$ cat src/rtl/pipe_pkg.sv
// Shared types for the RV32 pipeline registers: writeback select encoding,
// EX/MEM control bundle and the elastic-buffer occupancy states.
package pipe_pkg;

    localparam int XLEN = 32;

    typedef enum logic [1:0] {
        WB_ALU = 2'd0,
        WB_MEM = 2'd1,
        WB_PC4 = 2'd2,
        WB_IMM = 2'd3
    } wbsel_e;

    // Control bits sit in front of the data words so a bubble can be zeroed as one slice.
    typedef struct packed {
        logic   regWEn;
        wbsel_e wbSel;
        logic   stEn;
        logic   sb;
        logic   sh;
    } ex_mem_ctrl_t;

    typedef struct packed {
        ex_mem_ctrl_t    ctrl;
        logic [XLEN-1:0] pc;
        logic [XLEN-1:0] alu;
        logic [XLEN-1:0] dataB;
        logic [XLEN-1:0] inst;
    } ex_mem_payload_t;

    typedef enum logic [1:0] {
        BUF_EMPTY = 2'd0,
        BUF_ONE   = 2'd1,
        BUF_TWO   = 2'd2
    } buf_state_e;

endpackage

$ cat src/rtl/pipe_skid_buf.sv
// Generic 2-entry (main + skid) valid/ready buffer with synchronous flush.
// The output always comes from the main register; in_ready depends only on state.
module pipe_skid_buf
    import pipe_pkg::*;
#(
    parameter int DataW = 8
) (
    input  logic             clk_i,
    input  logic             rst_ni,
    input  logic             flush_i,
    input  logic             in_valid_i,
    output logic             in_ready_o,
    input  logic [DataW-1:0] in_data_i,
    output logic             out_valid_o,
    input  logic             out_ready_i,
    output logic [DataW-1:0] out_data_o
);

    buf_state_e       stateQ, stateD;
    logic [DataW-1:0] mainQ, mainD;
    logic [DataW-1:0] skidQ, skidD;
    logic             mainLoad, skidLoad;
    logic             accept, drain;

    assign in_ready_o  = (stateQ != BUF_TWO);
    assign out_valid_o = (stateQ != BUF_EMPTY);
    assign out_data_o  = mainQ;

    assign accept = in_valid_i & in_ready_o;
    assign drain  = out_valid_o & out_ready_i;

    always_ff @(posedge clk_i or negedge rst_ni) begin
        if (!rst_ni) begin
            stateQ <= BUF_EMPTY;
        end else begin
            stateQ <= stateD;
        end
    end

    // Payload registers only load on accept/drain/flush so a held entry never toggles.
    always_comb begin
        stateD   = stateQ;
        mainLoad = 1'b0;
        skidLoad = 1'b0;
        mainD    = in_data_i;
        skidD    = in_data_i;
        if (flush_i) begin
            stateD   = BUF_EMPTY;
            mainLoad = 1'b1;
            skidLoad = 1'b1;
            mainD    = '0;
            skidD    = '0;
        end else begin
            case (stateQ)
                BUF_EMPTY: begin
                    if (accept) begin
                        stateD   = BUF_ONE;
                        mainLoad = 1'b1;
                    end
                end
                BUF_ONE: begin
                    if (drain && accept) begin
                        mainLoad = 1'b1;
                    end else if (drain) begin
                        stateD = BUF_EMPTY;
                    end else if (accept) begin
                        stateD   = BUF_TWO;
                        skidLoad = 1'b1;
                    end
                end
                BUF_TWO: begin
                    if (drain) begin
                        stateD   = BUF_ONE;
                        mainLoad = 1'b1;
                        mainD    = skidQ;
                    end
                end
                default: begin
                    stateD = BUF_EMPTY;
                end
            endcase
        end
    end

    always_ff @(posedge clk_i or negedge rst_ni) begin
        if (!rst_ni) begin
            mainQ <= '0;
            skidQ <= '0;
        end else begin
            if (mainLoad) begin
                mainQ <= mainD;
            end
            if (skidLoad) begin
                skidQ <= skidD;
            end
        end
    end

endmodule

$ cat src/rtl/reg_ex_mem_elastic.sv
// EX/MEM pipeline register built on a 2-entry elastic buffer, with bubble
// qualification of control outputs and a saturating MEM-stall counter.
module reg_ex_mem_elastic
    import pipe_pkg::*;
#(
    parameter int Width    = 32,
    parameter int CntWidth = 16
) (
    input  logic                clk_i,
    input  logic                rst_ni,
    input  logic                flush_i,
    input  logic                in_valid_i,
    output logic                in_ready_o,
    input  logic                RegWEn_EX_i,
    input  logic [1:0]          WBSel_EX_i,
    input  logic                st_en_EX_i,
    input  logic                SB_EX_i,
    input  logic                SH_EX_i,
    input  logic [Width-1:0]    pc_EX_i,
    input  logic [Width-1:0]    alu_EX_i,
    input  logic [Width-1:0]    DataB_EX_i,
    input  logic [Width-1:0]    inst_EX_i,
    output logic                out_valid_o,
    input  logic                out_ready_i,
    output logic                RegWEn_MEM_o,
    output logic                st_en_MEM_o,
    output logic                SB_MEM_o,
    output logic                SH_MEM_o,
    output logic [1:0]          WBSel_MEM_o,
    output logic [Width-1:0]    pc_MEM_o,
    output logic [Width-1:0]    alu_MEM_o,
    output logic [Width-1:0]    DataB_MEM_o,
    output logic [Width-1:0]    inst_MEM_o,
    output logic [CntWidth-1:0] stall_cnt_o
);

    localparam int CtrlW    = $bits(ex_mem_ctrl_t);
    localparam int PayloadW = CtrlW + 4 * Width;

    ex_mem_ctrl_t        inCtrl, outCtrl;
    logic [PayloadW-1:0] inPayload, outPayload;
    logic                outValid;
    logic [CntWidth-1:0] stallCntQ, stallCntD;

    always_comb begin
        inCtrl        = '0;
        inCtrl.regWEn = RegWEn_EX_i;
        inCtrl.wbSel  = wbsel_e'(WBSel_EX_i);
        inCtrl.stEn   = st_en_EX_i;
        inCtrl.sb     = SB_EX_i;
        inCtrl.sh     = SH_EX_i;
    end

    assign inPayload = {inCtrl, pc_EX_i, alu_EX_i, DataB_EX_i, inst_EX_i};

    pipe_skid_buf #(
        .DataW(PayloadW)
    ) u_buf (
        .clk_i       (clk_i),
        .rst_ni      (rst_ni),
        .flush_i     (flush_i),
        .in_valid_i  (in_valid_i),
        .in_ready_o  (in_ready_o),
        .in_data_i   (inPayload),
        .out_valid_o (outValid),
        .out_ready_i (out_ready_i),
        .out_data_o  (outPayload)
    );

    assign {outCtrl, pc_MEM_o, alu_MEM_o, DataB_MEM_o, inst_MEM_o} = outPayload;

    // A bubble must never write the register file or memory.
    assign out_valid_o  = outValid;
    assign RegWEn_MEM_o = outValid & outCtrl.regWEn;
    assign st_en_MEM_o  = outValid & outCtrl.stEn;
    assign SB_MEM_o     = outValid & outCtrl.sb;
    assign SH_MEM_o     = outValid & outCtrl.sh;
    assign WBSel_MEM_o  = outValid ? outCtrl.wbSel : WB_ALU;

    // Flush deliberately leaves the counter alone; it tracks MEM wait states only.
    always_comb begin
        stallCntD = stallCntQ;
        if (outValid && !out_ready_i && (stallCntQ != {CntWidth{1'b1}})) begin
            stallCntD = stallCntQ + 1'b1;
        end
    end

    always_ff @(posedge clk_i or negedge rst_ni) begin
        if (!rst_ni) begin
            stallCntQ <= '0;
        end else begin
            stallCntQ <= stallCntD;
        end
    end

    assign stall_cnt_o = stallCntQ;

endmodule

$ cat config.mk
export PLATFORM = sky130hd
export DESIGN_NAME = reg_ex_mem_elastic
export DESIGN_NICKNAME = d
export VERILOG_FILES = /design/src/rtl/pipe_pkg.sv /design/src/rtl/pipe_skid_buf.sv /design/src/rtl/reg_ex_mem_elastic.sv
export SDC_FILE = /design/constraint.sdc
export NUM_CORES = 1
export LEC_CHECK = 0
export CORE_ASPECT_RATIO = 0.7
export CORE_MARGIN = 3
export CORE_UTILIZATION = 35
export DETAILED_ROUTE_END_ITERATION = 16
export PLACE_DENSITY = 0.71
export SKIP_LAST_GASP = 1
export SLEW_MARGIN = 20
export SYNTH_ARGS = -nofsm -noshare
export SYNTH_HDL_FRONTEND = slang
export SYNTH_SLANG_ARGS = --single-unit
$ cat constraint.sdc
create_clock -name clk_i -period 4.65 [get_ports clk_i]
set_input_delay 0.93 -clock clk_i [delete_from_list [all_inputs] [get_ports clk_i]]
set_output_delay 0.93 -clock clk_i [all_outputs]
set_load 0.005 [all_outputs]
==> results of run 1 <==
==> final timing paths <==
check                                                   from                           endpoint  slack, ns  cells past startpoint
setup / recovery                 u_buf.stateQ[1]$_DFFE_PN0P_                       RegWEn_MEM_o       1.59                      3
hold / removal                                        rst_ni        u_buf.skidQ[71]$_DFFE_PN0P_       0.40                      1
setup reg to reg                 u_buf.stateQ[1]$_DFFE_PN0P_   u_buf.out_data_o[45]$_DFFE_PN0P_       2.42                      4
hold reg to reg            u_buf.out_data_o[133]$_DFFE_PN0P_  u_buf.out_data_o[133]$_DFFE_PN0P_       0.49                      1
max in group asynchronous                             rst_ni        u_buf.skidQ[40]$_DFFE_PN0P_       3.18                      2
min in group clk_i         u_buf.out_data_o[133]$_DFFE_PN0P_  u_buf.out_data_o[133]$_DFFE_PN0P_       0.49                      1
==> area by class of cell <==
| cell class | instances | area (um^2) |
|---|---|---|
| clock inverters | 13 | 173 |
| inverters | 3 | 11.3 |
| fillers | 3230 | 20100 |
| diodes | 2 | 5.00 |
| well taps | 480 | 601 |
| clock buffers | 39 | 813 |
| repair buffers | 305 | 3110 |
| multi-input cells | 471 | 4580 |
| flip-flops and latches | 286 | 7160 |
==> cell usage after synthesis <==
cell type and number:
xor2_1 1, o2bb2ai_2 60, nand3b_1 1, mux2i_1 134, a22o_1 134, xnor2_1 15, o41a_1 1, nor2b_1 6
buf_6 15, buf_4 142, nand2b_4 1, o21ai_2 1, nand2_1 6, o21ai_1 1, nand4_1 9, and4_1 1
o2111ai_1 1, o2bb2ai_1 74, a21oi_4 1, nor4_1 1, inv_1 2, nor3b_1 1, nor2_4 1, nand2b_1 2
nand3_1 5, dfrtp_1 286, inv_2 1, mux2_1 1, buf_2 31, and3_1 3, o21a_1 1, a211oi_1 1
o21ba_1 1, ha_1 1, and2b_4 1, buf_1 7, nor2_1 4, nand4b_1 1, clkbuf_1 7
==> state kept, by name, summed over array words and instances (netlist names) <==
signal and count:
u_buf.stateQ 2, u_buf.skidQ 134, u_buf.out_data_o 134, stall_cnt_o 16
==> power by group <==
part	switching [W]	total (W)	internal, W	leakage [nW]
Clock	0.000981	0.00243	0.00145	0.492
Combinational	0.000343	0.000758	0.000415	3.50
Sequential	0.000111	0.00273	0.00262	3.89
==> routing by layer <==
| metal | track usage (%) | up-vias |
|---|---|---|
| li1 | - | 3754 |
| met1 | 23.2 | 4268 |
| met2 | 24.1 | 278 |
| met3 | 5.44 | 33 |
| met4 | 3.09 | 2 |
| met5 | 0 | - |
==> worst reg2reg max path: cells and delay by family (launching register included) <==
kind / cells / cell delay (ns)
flip-flops: 1 / 0.45
multiplexers: 1 / 0.74
AO/OA/AOI/OAI: 1 / 0.09
AND/OR/NAND/NOR: 1 / 0.21
buffers and inverters: 1 / 0.61
==> per-stage QoR <==
step / utilization [%] / total power, W / instances / hold WS [ns] / setup WS (ns)
floorplan: - / 0.00315 / 962 / 0.449 / 2.65
global placement: 42.3 / 0.00352 / 1545 / 0.470 / 1.54
detailed placement: 42.3 / 0.00354 / 1545 / 0.469 / 1.50
CTS: 45.0 / 0.00600 / 1597 / 0.411 / 1.49
global route: 45.1 / 0.00618 / 1599 / 0.430 / 1.40
finish: 45.1 / 0.00591 / 1599 / 0.396 / 1.59
==> cells by family (layout without fill, tap and decap cells) <==
group,Yosys count,after routing
AO/OA/AOI/OAI,276,276
multiplexers,135,135
AND/OR/NAND/NOR,43,43
other,0,2
XOR/XNOR,16,16
flip-flops,286,286
adder cells (fa/ha/maj),1,1
buffers and inverters,205,360
==> flow_metrics.py, run 1 <==
metrics = {
    "setup_path": {
        "crit_type": "reg -> out",
        "max_stage_delay_ns": 0.52,
        "crit_chain": "nor2_1, nor2b_1, clkdlybuf4s50_1",
        "crit_path_start_kind": "flip-flop",
        "cpMaxStageDelayCell": "clkdlybuf4s50_1",
        "critPathMaxFanout": 7,
        "crit_path_end_kind": "output pin",
        "critPathTopFamily": "simple AND/OR/NAND/NOR gates",
        "critPathBufInv": 1,
        "crit_arrival_ns": 2.13,
        "cp.required_ns": 3.72,
    },
    "placed_design": {
        "hpwl_mm": 20.3,
        "place_congestion": 0.781,
        "placed_area_um2": 15500,
        "io_buffers": 290,
    },
    "timing": {
        "tns_ns": 0,
        "report.final.slew_viol_count": 0,
        "layout_min_cycle_time_ns": 3.06,
        "min_period_over_period_pct": 65.8,
        "worst_pin_slew_ns": 1.25,
        "slew_headroom_pct": 16.8,
        "hold_viol": 0,
        "rsz0062_at_grt": "false",
        "clock_skew_ns": 0.0125,
        "setup_viol": 0,
        "fmax_mhz": 327,
    },
    "logic_synthesis": {
        "synth_area_um2": 13200,
        "synth_area_leaders": "dfrtp_1 (54%), mux2i_1 (10%), a22o_1 (8.9%)",
        "synth-xor-area-share_pct": 1.06,
        "yosys.area_share.simple_pct": 1.98,
        "ys_seq_area_share_pct": 54.3,
        "muxShareOfSynthArea_pct": 10.3,
        "avgSynthCellArea_um2": 13.7,
        "synth_top_family_by_area": "compound AO/OA/AOI/OAI gates",
        "synth_warnings": 0,
        "syn-num-nets": 1102,
        "ys_seq_elements": 286,
        "synth_top_area_cell": "dfrtp_1",
        "synthCells": 962,
        "synth.distinct_cells": 39,
        "yosysTopAreaCellShare_pct": 54.3,
        "synthAdderAreaFrac_pct": 0.0950,
        "synth_compound_area_share_pct": 21.2,
    },
    "floorplan": {
        "die_area_um2": 40000,
        "core-area_um2": 36500,
        "die_h_um": 168,
        "initial_core_util_pct": 36.1,
        "num_io_pins": 291,
        "die-width_um": 238,
        "rows": 58,
    },
    "clocking": {
        "clk_latency_ns": 0.54,
        "cts_tree": "built",
        "clk_pin_slew_worst_paths_ns": 0.07,
        "ctsResizeCount": 0,
        "cts_max_level": 1,
        "root_buffer": "clkbuf_16",
        "clk_path_buf_depth": 3,
        "cts_buffers": 29,
        "post_cts_buffers": 0,
        "hold_buffers": 0,
        "clock_sinks": 286,
    },
    "finish": {
        "stdcell_area_um2": 16400,
        "layout_common_cells": "clkdlybuf4s50_1 (289), dfrtp_1 (286), a22o_1 (134), mux2i_1 (134), o2bb2ai_1 (74)",
        "syn2layout_area_growth_pct": 24.8,
        "final_common_cell": "clkdlybuf4s50_1",
        "final_layout_size_suffix_gt1_share_pct": 11.7,
        "fin_nets": 1236,
    },
    "power_and_ir_drop": {
        "p_leak_nw": 7.89,
        "power_density_nw_per_um2": 360,
        "ir_worst_vdd_uv": 247,
    },
    "drt": {
        "viasPerCell": 5.21,
        "dr_total_vias": 8335,
        "dr_wl_met3_mm": 3.07,
        "drt_first_pass_iters": 4,
        "top_layer_used": "met5",
        "drt_iter0_drc": 561,
        "wl_met2_mm": 14.7,
        "ant_nets": 0,
        "routed_wirelength_mm": 33.0,
        "drc_errors": 0,
        "wire_per_inst_um": 20.7,
        "wl_met1_mm": 14.8,
    },
    "grt": {
        "grt_usage_pct": 16.2,
        "grt_max_degree": 136,
        "grt_antenna_before_repair": 3,
        "grt_pass1_vias": 8763,
        "grt_overflow": 0,
        "grt_pass1_wl_mm": 52.7,
    },
    "job": {
        "drv_cap": 0,
    },
    "min_path": {
        "hold_class": "in -> async",
    },
    "status": {
        "status": "finished, final reports clean",
    },
}
(Power assumes the default switching activity.)
==> inputs of run 2 (changes only) <==
==> constraint.sdc (replaced) <==
create_clock -name clk_i -period 2.9 [get_ports clk_i]
set_input_delay 0.58 -clock clk_i [delete_from_list [all_inputs] [get_ports clk_i]]
set_output_delay 0.58 -clock clk_i [all_outputs]
set_load 0.005 [all_outputs]
==> flow_metrics.py, run 2 (synthesis gave the netlist of run 1 again) <==
metrics = {
    "status": {
        "status": "finished, final reports clean",
    },
    "grt": {
        "grt_overflow": 0,
        "grt_antenna_before_repair": 2,
        "grt_pass1_vias": 8940,
        "grt_usage_pct": 16.4,
        "grt_max_degree": 136,
        "grt_pass1_wl_mm": 53.0,
    },
    "finish": {
        "layout_common_cells": "clkdlybuf4s50_1 (289), dfrtp_1 (286), a22o_1 (134), mux2i_1 (134), o2bb2ai_1 (74)",
        "fin_nets": 1242,
        "final_layout_size_suffix_gt1_share_pct": 12.3,
        "final_common_cell": "clkdlybuf4s50_1",
        "syn2layout_area_growth_pct": 25.9,
    },
    "drt": {
        "dr_total_vias": 8462,
        "drt_first_pass_iters": 4,
        "ant_nets": 0,
        "viasPerCell": 5.27,
        "drt_iter0_drc": 593,
        "wire_per_inst_um": 20.9,
        "drc_errors": 0,
        "routed_wirelength_mm": 33.5,
    },
    "setup_path": {
        "r2r_cells": 5,
        "critPathMaxFanout": 7,
        "critical_path.startpoint": "u_buf.stateQ[1]$_DFFE_PN0P_",
        "cpMaxStageDelayCell": "clkdlybuf4s50_1",
        "r2r_setup_slack_ns": 0.75,
        "crit_path_start_kind": "flip-flop",
        "crit_chain": "nor2_1, buf_4, nor2b_1, clkdlybuf4s50_1",
        "critPathBufInv": 2,
        "crit_arrival_ns": 1.97,
        "r2r-start": "u_buf.stateQ[1]$_DFFE_PN0P_",
        "critPathTopFamily": "buffers and inverters",
        "crit_path_end_kind": "output pin",
        "cp.required_ns": 2.32,
        "max_stage_delay_ns": 0.58,
        "crit_type": "reg -> out",
        "reg2reg_to": "u_buf.out_data_o[46]$_DFFE_PN0P_",
    },
    "clocking": {
        "ctsResizeCount": 0,
        "hold_buffers": 0,
        "post_cts_buffers": 0,
        "clock_sinks": 286,
        "clk_path_buf_depth": 3,
        "root_buffer": "clkbuf_16",
        "cts_max_level": 1,
        "cts_tree": "built",
        "clk_latency_ns": 0.55,
        "cts_buffers": 30,
        "clk_pin_slew_worst_paths_ns": 0.06,
    },
    "placed_design": {
        "io_buffers": 290,
        "place_congestion": 0.773,
        "hpwl_mm": 21.2,
    },
    "power_and_ir_drop": {
        "p_total_w": 0.00959,
        "switching_share_pct": 24.2,
        "power_density_nw_per_um2": 578,
        "clock_power_share_pct": 41.4,
        "p_switching_w": 0.00232,
        "comb_power_share_pct": 12.9,
        "ir_worst_vdd_uv": 380,
        "seq_power_share_pct": 45.7,
        "internal_power_w": 0.00728,
        "p_leak_nw": 7.95,
    },
    "floorplan": {
        "die-width_um": 238,
        "initial_core_util_pct": 36.1,
        "die_area_um2": 40000,
        "die_h_um": 168,
        "rows": 58,
        "num_io_pins": 291,
        "core-area_um2": 36500,
    },
    "timing": {
        "worst_pin_slew_ns": 1.06,
        "rsz0062_at_grt": "false",
        "clock_skew_ns": 0.0121,
        "min_period_over_period_pct": 87.8,
        "fmax_mhz": 393,
        "setup_viol": 0,
        "hold_viol": 0,
        "tns_ns": 0,
        "layout_min_cycle_time_ns": 2.55,
        "slew_headroom_pct": 29.0,
        "report.final.slew_viol_count": 0,
    },
    "job": {
        "drv_cap": 0,
    },
    "min_path": {
        "hold_class": "in -> async",
    },
}
-- run 2: cell types whose count changed in the layout (fill, tap and decap cells not counted) --
cell,previous run,this run
buf_12,7,12
clkbuf_16,29,31
clkbuf_8,5,7
clkinv_2,7,5
bufinv_16,4,3
clkinv_4,1,2
diode_2,2,1
-- run 2: worst max path at each step --
| stage | endpoint | cells past startpoint |
|---|---|---|
| floorplan | u_buf.skidQ[25]$_DFFE_PN0P_ | 6 |
| global placement | u_buf.out_data_o[1]$_DFFE_PN0P_ | 6 |
| detailed placement | u_buf.out_data_o[2]$_DFFE_PN0P_ | 6 |
| CTS | WBSel_MEM_o[0] | 4 |
| global route | WBSel_MEM_o[0] | 4 |
| finish | WBSel_MEM_o[0] | 4 |
-- run 2: final cells by class --
cell class                      count  area (um^2)
Timing Repair Buffer              310         3210
Fill cell                        3265        19900
Sequential cell                   286         7160
Multi-Input combinational cell    471         4580
Tap cell                          480          601
Clock buffer                       43          891
Inverter                            3         11.3
Antenna cell                        1         2.50
Clock inverter                     11          141
-- run 2: per-layer routing --
metal	part of all wire [%]	vias up	track usage, %
li1	-	3779	-
met2	44	285	24.6
met3	8.0	33	4.98
met5	0.039	-	0
met1	46	4363	23.7
met4	1.6	2	2.83
-- run 2: power groups by stage --
stage / Combinational, W / Sequential, W / Clock [W]
CTS: 0.00126 / 0.00438 / 0.00410
finish: 0.00124 / 0.00438 / 0.00397
global placement: 0.00123 / 0.00444 / 0
global route: 0.00134 / 0.00441 / 0.00427
floorplan: 0.000658 / 0.00440 / 0
detailed placement: 0.00126 / 0.00444 / 0
-- run 2: worst reg2reg max path: cells and delay by family (launching register included) --
kind,cells,cell delay (ns)
AOI/OAI and AO/OA,2,0.33
buffers and inverters,1,0.37
DFF,1,0.45
and+or+nand+nor,2,0.92
-- run 2: metrics by stage --
stage / instance area [um^2] / setup WS [ns] / util, % / instances / hold slack, ns
after CTS: 16600 / 0.274 / 45.4 / 1604 / 0.0305
after global routing: 16600 / 0.202 / 45.4 / 1605 / 0.0416
after floorplan: 13200 / 1.25 / - / 962 / 0.284
after detailed placement: 15600 / 0.0813 / 42.6 / 1550 / 0.473
final: 16600 / 0.353 / 45.4 / 1605 / 0.0298
after global placement: 15600 / 0.112 / 42.6 / 1550 / 0.470
